--- src/rtl/load_store_unit.sv ---
// load_store_unit: single-outstanding load/store initiator for a byte-addressed memory with a registered read port.
module load_store_unit #(
  parameter int ADDR_W = 16,
  parameter int MEM_SIZE = 65536,
  parameter bit ALLOW_MISALIGNED = 1'b1
) (
  input  logic              i_clk,
  input  logic              i_reset,
  input  logic              i_req_valid,
  output logic              o_req_ready,
  input  logic              i_req_we,
  input  logic [2:0]        i_req_funct3,
  input  logic [31:0]       i_req_addr,
  input  logic [31:0]       i_req_wdata,
  input  logic [4:0]        i_req_rd,
  output logic              o_rsp_valid,
  input  logic              i_rsp_ready,
  output logic [31:0]       o_rsp_rdata,
  output logic [4:0]        o_rsp_rd,
  output logic              o_rsp_err,
  output logic [ADDR_W-1:0] o_mem_addr,
  output logic [31:0]       o_mem_wdata,
  output logic [3:0]        o_mem_bmask,
  output logic              o_mem_wren,
  input  logic [31:0]       i_mem_rdata
);
  typedef enum logic [2:0] {IDLE, ST, LD_ADDR, LD_DATA, RESP} state_t;
  state_t state, state_nx;
  logic [ADDR_W-1:0] addr_q;
  logic [31:0] wdata_q, rdata_q, ld_fmt;
  logic [2:0] funct3_q, n;
  logic [4:0] rd_q;
  logic err_q, legal, range_err, mis, req_err, accept;
  logic [32:0] last;
  // Request decode; the end address is formed in 33 bits so a request near 2^32 cannot wrap into range.
  always_comb begin
    n = i_req_funct3[1] ? 3'd4 : i_req_funct3[0] ? 3'd2 : 3'd1;
    legal = i_req_we ? (i_req_funct3 <= 3'd2) : (i_req_funct3 != 3'd3 && i_req_funct3[2:1] != 2'b11);
    last = {1'b0, i_req_addr} + {30'd0, n} - 33'd1;
    range_err = last >= 33'(MEM_SIZE);
    mis = !ALLOW_MISALIGNED && ((n == 3'd2 && i_req_addr[0]) || (n == 3'd4 && i_req_addr[1:0] != 2'b00));
    req_err = !legal || range_err || mis;
  end
  assign accept = i_req_valid && o_req_ready;
  assign ld_fmt = funct3_q[1] ? i_mem_rdata
                : funct3_q[0] ? {{16{~funct3_q[2] & i_mem_rdata[15]}}, i_mem_rdata[15:0]}
                :               {{24{~funct3_q[2] & i_mem_rdata[7]}}, i_mem_rdata[7:0]};
  always_comb begin
    state_nx = state;
    case (state)
      IDLE:    if (accept) state_nx = req_err ? RESP : i_req_we ? ST : LD_ADDR;
      ST:      state_nx = RESP;
      LD_ADDR: state_nx = LD_DATA;
      LD_DATA: state_nx = RESP;
      RESP:    if (i_rsp_ready) state_nx = IDLE;
      default: state_nx = IDLE;
    endcase
  end
  always_ff @(posedge i_clk) begin
    if (!i_reset) begin
      state <= IDLE;
      addr_q <= '0;
      wdata_q <= '0;
      funct3_q <= '0;
      rd_q <= '0;
      rdata_q <= '0;
      err_q <= 1'b0;
    end else begin
      state <= state_nx;
      if (accept) begin
        addr_q <= i_req_addr[ADDR_W-1:0];
        wdata_q <= i_req_wdata;
        funct3_q <= i_req_funct3;
        rd_q <= i_req_rd;
        rdata_q <= '0;
        err_q <= req_err;
      end
      if (state == LD_DATA) rdata_q <= ld_fmt;
    end
  end
  assign o_req_ready = state == IDLE && i_reset;
  assign o_rsp_valid = state == RESP;
  assign o_rsp_rdata = rdata_q;
  assign o_rsp_rd = rd_q;
  assign o_rsp_err = err_q;
  assign o_mem_addr = addr_q;
  assign o_mem_wdata = wdata_q;
  assign o_mem_wren = state == ST;
  assign o_mem_bmask = state != ST ? 4'h0 : funct3_q[1] ? 4'hf : funct3_q[0] ? 4'h3 : 4'h1;
endmodule
--- config.mk ---
export PLATFORM = sky130hd
export DESIGN_NAME = load_store_unit
export DESIGN_NICKNAME = d
export VERILOG_FILES = /design/src/rtl/load_store_unit.sv
export SDC_FILE = /design/constraint.sdc
export NUM_CORES = 1
export LEC_CHECK = 0
export ABC_CLOCK_PERIOD_IN_PS = 4300
export CORE_MARGIN = 1.5
export CORE_UTILIZATION = 45
export CTS_CLUSTER_DIAMETER = 100
export DETAILED_ROUTE_END_ITERATION = 16
export GPL_ROUTABILITY_DRIVEN = 0
export PLACE_DENSITY = 0.81
export SYNTH_ARGS = -nofsm -noshare
export SYNTH_HDL_FRONTEND = slang
export SYNTH_SLANG_ARGS = --single-unit
--- constraint.sdc ---
create_clock -name i_clk -period 4.3 [get_ports i_clk]
set_input_delay 0.86 -clock i_clk [delete_from_list [all_inputs] [get_ports i_clk]]
set_output_delay 0.86 -clock i_clk [all_outputs]
set_load 0.03 [all_outputs]
==> results summary, run 1 <==
The flow ran to the end, and the final reports show no timing, DRC or antenna violations. The peak ir drop on the vdd network is approximately 0.18 mV. The quantity of hold-fixing buffers added after cts is 0. Max-cap violations in this run came to 0. The area inside the core boundary came out at 11600 µm². The number of sinks driven by the clock tree is approximately 90. The final core utilization came out at 68.2%.

The total half-perimeter wirelength after legalization and detailed placement came out at ~12000 µm. The count of buffers inserted at the top-level ports came out at roughly 200. The number of vias after detailed routing is 5831.

Before antenna repair, the detailed router went through 5 iterations. The worst setup path is captured at a register. The via count of the first global-routing pass came out at ~5300.

The setup path with the least slack is of type in2reg. After the flow finishes, the layout carries non-filler instances totaling 1068. Entering global routing, the biggest net connects slightly above 90 pins.

The CTS buffer count is 9. The full die area came out at between 10000 and 15000 µm². The setup slack at placement came out at -431 ps. The worst-path maximum fanout came out at 7. Global routing used 25.9% of the available tracks across all layers.

The sequential cell area fraction in the yosys report came out at 33.8%. The minimum period implied by the final worst setup slack is 4100 ps. The post-route antenna net violation count is 0. The most common library cell in the layout ignoring fill and taps is sky130_fd_sc_hd__clkdlybuf4s50_1.

The worst hold path class is reg2reg. The die span in x is 113 µm. The instance count after placement with tap cells included is 1049. The worst-case hold slack is 451 ps. The async set-reset flop share out of synthesis is 0%. Data arrives at the worst endpoint at 4360 ps. Headroom to the max-slew limit came out at 41.6%. The first global-routing pass estimated 26800 µm of wire.

The synthesis-to-layout area growth came out at 45.5%. The clock arrives with 7.40 ps of skew. The number of vias per cell after detailed routing is 5.46.

The number of synthesized flops with an enable pin came out at 0. Once placement finished, the instance area stood at 7560 µm². The latest clock arrival within the worst-skew pair is 340 ps. Synthesis produced a netlist whose cell count is 731. The detailed router's first-iteration violation count came out at around 470. The maximum achievable frequency came out at 244 MHz. The portion of the clock cycle consumed by the worst path in the final layout came out at 95.4%. The initial antenna violation count is 0.

Clock tree synthesis selected as its root buffer the cell sky130_fd_sc_hd__clkbuf_16. The mapped netlist covers 5450 µm². The initial core utilization came out at 46.9%. The synthesis warning total came out at 0. The depth of the CTS H-tree is 3. The distinct cell type count after synthesis came out at 66. The post-CTS clock slew at the launch and capture registers of the worst setup and hold paths is roughly 60 ps. The number of diodes added for antenna fixing came out at 0.

The data required time of the critical path is 4560 ps. The final hold violation count is 0. The total wirelength of the detailed-routed design came out at 16700 µm. The number of standard-cell rows in the floorplan is 39.

The leakage power of the design came out at 3.23 nW. After routing the design area is 7920 µm². The measured slew at the worst slew-check pin is around 880 ps. In this run the count of I/O pins placed on the die edge is 202.

The global-route congestion overflow total came out at 0. The final routed wire length divided by cell count came out at 15.7 µm. In the final layout, the share of cells above drive strength 1 is just over 6%. In this run the power density over the cells is 305 nW/µm². In the layout the commonest cells are sky130_fd_sc_hd__clkdlybuf4s50_1, sky130_fd_sc_hd__nand2_1, sky130_fd_sc_hd__dfxtp_1, sky130_fd_sc_hd__nand3_1, sky130_fd_sc_hd__o21ai_0.

For this run, the leading register cell type out of synthesis is sky130_fd_sc_hd__dfxtp_1. A synthesized cell averages between 7 and 8 µm². TritonCTS built the clock tree.

The worst-case setup margin in the final layout is 199 ps. The die is around 110 µm tall. The count of nets after finishing came out at 1064. The clock passes through at most 2 buffers. The number of DRC violations after detailed routing is 0. Counting flops and latches in the post-synthesis netlist gives 92.

The worst setup path is launched from an input pin. Setup violations remaining at the end of the flow were counted as 0. Setup repair after global routing left no endpoint under its margin. The final count of pins violating max slew came to 0.

When the netlist entered floorplanning its net count stood at 875.
## flip-flops by register name, indices dropped and copies added (netlist names)
signal	cells
o_rsp_rdata	32
funct3_q	3
state	3
o_rsp_err	1
o_mem_wdata	32
o_rsp_rd	5
o_mem_addr	16
## synth_stat cells, drive strengths merged, types with 3 or more instances
library cell,instances,area share [%]
a211o,5,0.80
a211oi,13,2.1
a21boi,33,4.5
a21o,8,1.1
a21oi,30,2.8
and2,7,0.83
and3,3,0.34
buf,14,1.5
clkbuf,25,1.7
dfxtp,92,34
ha,34,7.8
inv,46,3.2
nand2,151,10
nand3,78,7.2
nand4,7,0.80
nor2,31,2.1
nor2b,7,0.80
nor3,9,0.83
nor3b,4,0.55
nor4,3,0.34
o2111ai,3,0.48
o211ai,5,0.87
o21a,11,1.5
o21ai,67,6.2
o21bai,3,0.41
or3,6,0.69
xnor2,3,0.48
## final cells by class
| cell class | instances | area, µm² |
|---|---|---|
| fill | 1029 | 3690 |
| multi-input combinational | 554 | 3300 |
| timing repair buffer | 217 | 2130 |
| sequential | 92 | 1840 |
| clock buffer | 11 | 243 |
| tap | 143 | 179 |
| inverter | 46 | 173 |
| clock inverter | 5 | 60.1 |
## metal layers
layer  wire (µm)  vias up  track usage, %
met5           0        -               0
met2        7900      228            43.2
met3        1110       28            4.66
met1        7400     2643            34.3
li1            -     2932               -
met4         313        0            7.67
## kinds of logic (layout without fill, tap and decap cells)
family | count (synthesis) | count (layout) | share of synthesized area (%)
flops | 92 | 92 | 33.8
xor+xnor | 5 | 5 | 0.804
buf+inv | 85 | 279 | 6.36
fa+ha+maj | 35 | 35 | 8.18
simple gates | 313 | 313 | 25.9
mux | 1 | 1 | 0.184
compound gates | 200 | 200 | 24.7
## power breakdown
part | switching, mW | leakage [nW] | internal, mW
logic | 0.380 | 2.33 | 0.305
registers | 0.0213 | 0.752 | 0.894
clock network | 0.343 | 0.146 | 0.469
## what timing repair did
item / in CTS / in global routing
setup buffers: 1 / 2
resized for setup: 1 / 11
pin swaps: 6 / 6
setup endpoints to repair: 2 / 4
## critical path: stages
cell and delay [ps]:
sky130_fd_sc_hd__clkdlybuf4s50_1 470, sky130_fd_sc_hd__inv_2 50, sky130_fd_sc_hd__ha_1 260, sky130_fd_sc_hd__inv_1 40
sky130_fd_sc_hd__ha_2 180, sky130_fd_sc_hd__inv_1 80, sky130_fd_sc_hd__fa_2 190, sky130_fd_sc_hd__nor2b_1 50
sky130_fd_sc_hd__o2111ai_2 220, sky130_fd_sc_hd__a211oi_4 130, sky130_fd_sc_hd__o21a_1 250, sky130_fd_sc_hd__buf_4 140
sky130_fd_sc_hd__or3_1 320, sky130_fd_sc_hd__a211oi_2 220, sky130_fd_sc_hd__nand4_1 160, sky130_fd_sc_hd__or4_4 580
sky130_fd_sc_hd__o31ai_4 160
## path summary, 6_finish.rpt
path                         from              end  slack (ps)  cells after the start
setup / recovery    i_req_addr[1]         state[1]         200                     17
hold / removal    o_mem_wdata[26]  o_mem_wdata[26]         450                      2
setup reg to reg         state[0]  o_rsp_rdata[31]        1740                      6
hold reg to reg   o_mem_wdata[26]  o_mem_wdata[26]         450                      2
## metrics by stage
stage / power, mW / TNS, ps
5_1_grt: 2.53 / 0
6_report: 2.41 / 0
2_1_floorplan: 1.33 / 0
3_5_place_dp: 1.60 / -1300
4_1_cts: 2.41 / 0
3_3_place_gp: 1.59 / -705
No activity file was read; power rests on OpenSTA's default activity.
==> run 2: changes to the inputs <==
==> config.mk (replaced) <==
export PLATFORM = sky130hd
export DESIGN_NAME = load_store_unit
export DESIGN_NICKNAME = d
export VERILOG_FILES = /design/src/rtl/load_store_unit.sv
export SDC_FILE = /design/constraint.sdc
export NUM_CORES = 1
export LEC_CHECK = 0
export ABC_CLOCK_PERIOD_IN_PS = 3400
export CORE_UTILIZATION = 41
export CTS_CLUSTER_DIAMETER = 100
export DETAILED_ROUTE_END_ITERATION = 16
export GPL_ROUTABILITY_DRIVEN = 0
export PLACE_DENSITY = 0.78
export SYNTH_ARGS = -nofsm -noshare
export SYNTH_HDL_FRONTEND = slang
export SYNTH_SLANG_ARGS = --single-unit
==> constraint.sdc (replaced) <==
create_clock -name i_clk -period 3.4 [get_ports i_clk]
set_input_delay 0.68 -clock i_clk [delete_from_list [all_inputs] [get_ports i_clk]]
set_output_delay 0.68 -clock i_clk [all_outputs]
set_load 0.03 [all_outputs]
==> run 2 against run 1 <==
  * Critical path depth down 4
  * First-iteration DRC count fell by 18%
  * Hold slack improved by 3.3 ps
  * The flow now finishes with violations (setup timing)
  * Cell count grew 11%
  * Clock power is 26% higher
  * Setup slack got worse by 280 ps
  * Combinational power increased by 45%
  * Sequential share of layout area shrank 2.1 points
  * Flip-flop and latch count is the same
  * Clock-buffer cell count down 2
==> results summary, run 2 (synthesis results as in run 1) <==
The data required time of the critical path came out at 3650 ps (-910 ps). The cell that appears most often on the critical path is sky130_fd_sc_hd__o211ai_2. The worst max-slew margin expressed relative to the limit came out at 43.4% (+1.8 points).

The measured slew at the worst slew-check pin came out at 850 ps (-26.5 ps). The final hold violation count is 0 (unchanged). The signal arrival time at the worst endpoint came out at 3730 ps (-630 ps). Traced cell by cell, the critical path runs through clkdlybuf4s50_1, inv_1, ha_1, nand2_2, nor4_2, a32oi_2, o211ai_2, buf_4, a21oi_1, o211ai_2, nand4b_1, or4_4, o31ai_4. The via count of the first global-routing pass came out at 5524 (+3.8%). The setup slack at placement was -849 ps (-417 ps).

The standard cell with the maximum stage delay on the critical path is sky130_fd_sc_hd__or4_4. The number of vias after detailed routing came to 6057 (+3.9%). The number of iterations in the first detailed-routing pass came out at 4 (-1). The maximum achievable frequency is 287 MHz. The number of vias per cell after detailed routing is 5.11 (-6.4%). The sum of negative setup slack came to -161 ps (-161 ps).

The full die area is 13700 µm² (+7.7%). The start-to-end type of the worst setup path is in2reg. The buffer and inverter count on the worst path came out at 3 (-2).

The count of nets after finishing is 1151 (+8.2%). The worst-case setup margin in the final layout is -78.6 ps (-278 ps). The power share of the clock group came to 32.2% (-1.5 points).

The leakage power of the design came out at 3.66 nW (+14%). The area inside the core boundary is 12800 µm² (+10%). The total wirelength of the detailed-routed design is 17000 µm (+1.5%). The internal power contribution came out at 2.20 mW (+32%). The CTS buffer count is 9 (unchanged). The total half-perimeter wirelength after legalization and detailed placement is 13200 µm (+6.1%). The sort of element at the start of the critical path is an input pin. TritonCTS built the clock tree. The count of buffers inserted at the top-level ports came out at 201 (unchanged). The number of sinks driven by the clock tree came out at 92 (unchanged). The worst-path maximum fanout is 4 (-3). The number of standard-cell rows in the floorplan came to 41 (+5.1%).

The ratio of total power to cell area is 364 nW/µm² (+20%). The latest clock arrival within the worst-skew pair is 340 ps (about the same). The number of filler cells placed in the layout was 1097 (+6.6%).

The checks that failed: setup timing. The global-route congestion overflow total came out at 0 (unchanged). The switching power is 0.975 mW (+31%).

The clock tree root driver cell is sky130_fd_sc_hd__clkbuf_16. The overall routing resource usage came out at 24.0% (-1.9 points). The initial core utilization came out at 42.6% (-4.3 points).

The proportion of layout cells with a drive suffix above 1 came to 15.9% (+9.7 points). The minimum period implied by the final worst setup slack is 3480 ps. The detailed router's first-iteration violation count was 383 (-18%).

The worst hold path class is reg2reg. The largest net degree at the start of global routing came out at 92 (unchanged). The buffer depth of the longest clock path is 2 (unchanged).

Leaving out fill and tap cells, the most frequent cell in the layout is sky130_fd_sc_hd__clkdlybuf4s50_1. The die span in x came out at 117 µm (+3.8%). Setup repair after global routing could not meet its margin everywhere.

The final count of pins violating max slew came to 0 (unchanged). The I/O pin count came to 202 (unchanged). The total setup violations reported at the end of the flow came out at 4 (+4). The run finished, with violations left. The final routed wire length divided by cell count came out at 14.3 µm (-8.6%).

The library cells used most frequently in the layout, excluding fill and tap cells, are sky130_fd_sc_hd__clkdlybuf4s50_1, sky130_fd_sc_hd__nand2_1, sky130_fd_sc_hd__buf_4, sky130_fd_sc_hd__dfxtp_1, sky130_fd_sc_hd__nand3_1. The height of the chip was 117 µm (+3.8%). The number of maximum-capacitance violations is 0 (unchanged). The peak ir drop on the vdd network came out at 0.240 mV (+31%).

The largest delay contributor family on the critical path is simple AND/OR/NAND/NOR gates. The first-pass GRT wire length came to 26200 µm (-2.3%). The final instance count without filler cells is 1185 (+11%). The net switching share of the total power came out at 30.7% (-0.15 points). The initial antenna violation count is 0 (unchanged). The total power consumption of the routed design is 3.17 mW (+32%). The post-CTS clock slew at the launch and capture registers of the worst setup and hold paths is 70 ps (about the same).

The quantity of hold-fixing buffers added after cts is 0 (unchanged). The final clock skew came out at 13.5 ps (+6.06 ps). The synthesis-to-layout area growth is 60.1%. The sequential share of power was 36.5% (-1.4 points). The relative contribution of combinational cells to total power came out at 31.3% (+2.9 points).

The portion of the clock cycle consumed by the worst path in the final layout came out at 102%. The post-route antenna net violation count came out at 0 (unchanged). The type of element capturing the critical path is a register. The instance count after placement with tap cells included came out at 1163 (+11%). The number of DRC violations after detailed routing is 0 (unchanged). The depth of the CTS H-tree was 3 (unchanged).

The longest individual stage delay on the worst path came out at 560 ps (-20 ps).
## run 2: cell count changes in the layout (fill, tap and decap cells not counted), sizes merged, moves of 2 or more
cell,change
clkdlybuf4s50,-4
clkinv,-2
clkinvlp,+2
inv,+2
clkbuf,-2
buf,+89
## run 2: per-layer routing
layer,wire (µm),share of wire (%),vias up,track usage [%]
met5,0,0,-,0
met4,321,1.9,0,8.35
met3,1240,7.3,25,5.30
met2,8200,48,186,41.1
met1,7200,42,2739,29.7
li1,-,-,3107,-
## run 2: final timing paths
path	start	end	slack, ps	cells after the start
hold / removal	o_rsp_rd[1]	o_rsp_rd[1]	450	2
hold reg to reg	o_rsp_rd[1]	o_rsp_rd[1]	450	2
setup / recovery	i_req_addr[14]	state[1]	-80	13
setup reg to reg	state[0]	o_rsp_rdata[16]	1230	8
## run 2: worst min-delay path, delay by kind of cell (launching register included)
| family | cells | cell delay (ps) |
|---|---|---|
| DFF | 1 | 310 |
| and+or+nand+nor | 2 | 100 |
## run 2: timing repair
action	4_1_cts	5_1_grt
pin swaps	12	16
setup endpoints to repair	4	4
setup buffers	4	2
gates resized for setup	25	11
## run 2: power by group through the flow
stage / clock network, mW / logic, mW / registers [mW]
after CTS: 1.05 / 0.979 / 1.16
after detailed placement: 0 / 0.963 / 1.18
after floorplan: 0 / 0.410 / 1.28
after global routing: 1.09 / 1.08 / 1.17
final: 1.02 / 0.994 / 1.16
after global placement: 0 / 0.955 / 1.18
## run 2: through the flow
stage | area [µm²] | hold WS, ps | utilization, %
6_report | 8720 | 455 | 68.3
5_1_grt | 8720 | 467 | 68.2
4_1_cts | 8650 | 455 | 67.7
3_5_place_dp | 8270 | 445 | 64.8
3_3_place_gp | 8270 | 440 | 64.8
2_1_floorplan | 5480 | 442 | -
## run 2: layout make-up
| type | instances | area (µm²) | area share, % |
|---|---|---|---|
| sequential | 92 | 1840 | 21.1 |
| multi-input combinational | 554 | 3380 | 38.7 |
| tap | 172 | 215 | 2.47 |
| antenna | 1 | 2.50 | 0.0287 |
| clock buffer | 9 | 225 | 2.58 |
| clock inverter | 7 | 81.3 | 0.933 |
| inverter | 46 | 175 | 2.01 |
| timing repair buffer | 304 | 2800 | 32.1 |
==> run 3: changes to the inputs <==
==> config.mk (replaced) <==
export PLATFORM = sky130hd
export DESIGN_NAME = load_store_unit
export DESIGN_NICKNAME = d
export VERILOG_FILES = /design/src/rtl/load_store_unit.sv
export SDC_FILE = /design/constraint.sdc
export NUM_CORES = 1
export LEC_CHECK = 0
export ABC_CLOCK_PERIOD_IN_PS = 4350
export CORE_UTILIZATION = 49
export CTS_CLUSTER_DIAMETER = 100
export DETAILED_ROUTE_END_ITERATION = 16
export GPL_ROUTABILITY_DRIVEN = 0
export PLACE_DENSITY = 0.87
export SYNTH_ARGS = -nofsm -noshare
export SYNTH_HDL_FRONTEND = slang
export SYNTH_SLANG_ARGS = --single-unit
==> constraint.sdc (replaced) <==
create_clock -name i_clk -period 4.35 [get_ports i_clk]
set_input_delay 0.87 -clock i_clk [delete_from_list [all_inputs] [get_ports i_clk]]
set_output_delay 0.87 -clock i_clk [all_outputs]
set_load 0.03 [all_outputs]
==> run 3 against run 2 <==
  * The flow now finishes without violations
  * Die area fell by 16%
  * Combinational power fell by 33%
  * Highest routed layer unchanged
  * Clock-buffer cell count rose by 1
  * Largest power group unchanged
  * Non-clock buffer count fell by 90
  * Clock skew rose by 3.1 ps
  * Critical path depth rose by 3
  * Cell area fell by 10%
  * Sequential share of layout area rose by 2.5 points
  * Cell count fell by 10%
  * Setup slack improved by 280 ps
  * Hold slack improved by 0.63 ps
  * Flip-flop and latch count did not move
==> results summary, run 3 (synthesis results as in run 1) <==
The total setup violations reported at the end of the flow came out at 0 (-4). The number of maximum-capacitance violations came to 0 (unchanged). The largest net degree at the start of global routing came out at 92 (unchanged). The worst-case setup margin in the final layout came out at 203 ps (+282 ps). The height of the chip is 107 µm (-8.4%). The count of buffers inserted at the top-level ports is 201 (unchanged).

The leakage power of the design is 3.19 nW (-13%). STA classifies the critical path endpoint as a register. The post-CTS clock slew at the launch and capture registers of the worst setup and hold paths is 80 ps (about the same). The die span in x is 107 µm (-8.4%).

The total power consumption of the routed design is 2.21 mW (-30%). The number of filler cells placed in the layout is 871 (-21%). The maximum achievable frequency came out at 241 MHz. The number of standard-cell rows in the floorplan was 38 (-7.3%). The worst hold path belongs to the class reg2reg. The minimum period implied by the final worst setup slack is 4150 ps. The portion of the clock cycle consumed by the worst path in the final layout is 95.3%. The worst-path maximum fanout came out at 7 (+3). The final count of pins violating max slew came to 0 (unchanged). The final routed wire length divided by cell count came out at 15.1 µm (+5.7%). The number of DRC violations after detailed routing is 0 (unchanged). The critical path goes through clkdlybuf4s50_1, inv_1, ha_1, inv_1, ha_1, inv_1, fa_1, nor2b_1, o2111ai_2, a211oi_4, o21a_1, o21ai_0, a211oi_1, nand4_1, or4_4, o31ai_4.

In the layout the commonest cells are sky130_fd_sc_hd__clkdlybuf4s50_1, sky130_fd_sc_hd__nand2_1, sky130_fd_sc_hd__dfxtp_1, sky130_fd_sc_hd__nand3_1, sky130_fd_sc_hd__o21ai_0. The count of nets after finishing came to 1061 (-7.8%). The sort of element at the start of the critical path is an input pin.

The number of iterations in the first detailed-routing pass is 5 (+1). The data required time of the critical path came out at 4620 ps (+970 ps). The count of cells along the worst hold path is 2 (unchanged).

The TritonCTS clock tree is done. The signal arrival time at the worst endpoint was 4410 ps (+680 ps). The initial core utilization was 50.2% (+7.6 points). The number of sinks driven by the clock tree came out at 92 (unchanged).

Among the stages of the critical path, the cell type that occurs most often is sky130_fd_sc_hd__inv_1. Leaving out fill and tap cells, the most frequent cell in the layout is sky130_fd_sc_hd__clkdlybuf4s50_1. The peak ir drop on the vdd network is 0.251 mV (+4.6%). The final hold violation count came out at 0 (unchanged). The measured slew at the worst slew-check pin came to 858 ps (+8.60 ps). The synthesis-to-layout area growth is 43.4%.

The total wirelength of the detailed-routed design came out at 16100 µm (-5.2%). The ratio of total power to cell area came out at 283 nW/µm² (-22%). The area inside the core boundary is 10800 µm² (-15%). The tree is rooted in a sky130_fd_sc_hd__clkbuf_8. The first-pass GRT wire length is 25700 µm (-2.0%). The standard cell with the maximum stage delay on the critical path is sky130_fd_sc_hd__or4_4.

The longest individual stage delay on the worst path was 580 ps (+20 ps). The depth of the CTS H-tree came to 3 (unchanged). The worst max-slew margin expressed relative to the limit came out at 42.8% (-0.57 points). The via count of the first global-routing pass came to 5349 (-3.2%). The setup slack at placement came out at -303 ps (+546 ps). The number of vias per cell after detailed routing is 5.52 (+8.0%). The I/O pin count came out at 202 (unchanged).

The total half-perimeter wirelength after legalization and detailed placement is 12200 µm (-7.4%). The latest clock arrival within the worst-skew pair came to 350 ps (about the same). The global-route congestion overflow total came out at 0 (unchanged). The quantity of hold-fixing buffers added after cts is 0 (unchanged). The logic depth of the worst setup path including buffers was 16 (+3). Among cell families on the critical path, the largest total delay comes from compound AO/OA/AOI/OAI gates. The overall routing resource usage is 27.8% (+3.8 points). The logic depth of the worst register-to-register path is 6 (-2). The number of vias after detailed routing is 5860 (-3.3%).

The CTS buffer count is 9 (unchanged). The number of diodes added for antenna fixing came out at 0 (-1). The post-route antenna net violation count was 0 (unchanged). The start-to-end type of the worst setup path is in2reg. The proportion of layout cells with a drive suffix above 1 is 5.10% (-11 points). The run finished with clean final reports.

The detailed router's first-iteration violation count is 432 (+13%). The buffer and inverter count on the worst path is 4 (+1). The buffer depth of the longest clock path came out at 2 (unchanged). The initial antenna violation count came out at 0 (unchanged). The final clock skew came out at 16.6 ps (+3.11 ps).

The full die area came out at 11500 µm² (-16%). Setup repair after global routing left no endpoint under its margin.
-- run 3: changes by cell type in the layout (fill, tap and decap cells not counted), moves of 5 or more --
| cell | change |
|---|---|
| sky130_fd_sc_hd__clkbuf_8 | +9 |
| sky130_fd_sc_hd__inv_1 | +7 |
| sky130_fd_sc_hd__clkbuf_16 | -9 |
| sky130_fd_sc_hd__buf_4 | -90 |
| sky130_fd_sc_hd__ha_1 | +5 |
| sky130_fd_sc_hd__ha_4 | -5 |
| sky130_fd_sc_hd__inv_2 | -6 |
-- run 3: worst reg2reg max path, cell delays in order, from the launching register on --
cell and delay, ps:
sky130_fd_sc_hd__dfxtp_1 350, sky130_fd_sc_hd__nor2b_1 230, sky130_fd_sc_hd__nand2_1 260, sky130_fd_sc_hd__a21oi_1 550, sky130_fd_sc_hd__and2_0 670, sky130_fd_sc_hd__o21ai_0 320, sky130_fd_sc_hd__a21boi_0 230
-- run 3: repair_timing --
action	4_1_cts	5_1_grt
setup buffers	0	1
resized for setup	0	4
endpoints found under the setup margin	0	4
-- run 3: layer usage --
layer	GRT usage, %	up-vias	wire, µm
li1	-	2927	-
met1	35.3	2671	6880
met2	48.5	231	7800
met3	3.93	31	1030
met4	8.41	0	370
met5	0	-	0
-- run 3: layout make-up --
type                    count  area (µm²)  area share (%)
inverters                  46         173            2.21
flip-flops and latches     92        1840            23.6
clock inverters             6        95.1            1.22
repair buffers            214        2120            27.2
well taps                 140         175            2.24
clock buffers              10         128            1.63
multi-input cells         554        3270            41.9
-- run 3: per-stage QoR --
step	hold slack (ps)	instance area (µm²)	instances	util (%)	TNS (ps)
6_report	455	7810	1062	72.0	0
5_1_grt	470	7810	1062	72.0	0
4_1_cts	458	7780	1061	71.8	0
3_5_place_dp	444	7560	1045	69.7	-809
3_3_place_gp	441	7560	1045	69.7	-451
2_1_floorplan	442	5450	731	-	0
-- run 3: worst paths after layout --
path / startpoint / end / slack, ps
hold / removal: o_mem_wdata[24] / o_mem_wdata[24] / 460
setup reg to reg: state[0] / o_rsp_rdata[16] / 1680
setup / recovery: i_req_addr[1] / state[1] / 200
hold reg to reg: o_mem_wdata[24] / o_mem_wdata[24] / 460
-- run 3: power breakdown --
group | switching, mW | internal (mW)
logic | 0.370 | 0.300
clock network | 0.306 | 0.330
registers | 0.0212 | 0.883
total | 0.698 | 1.51
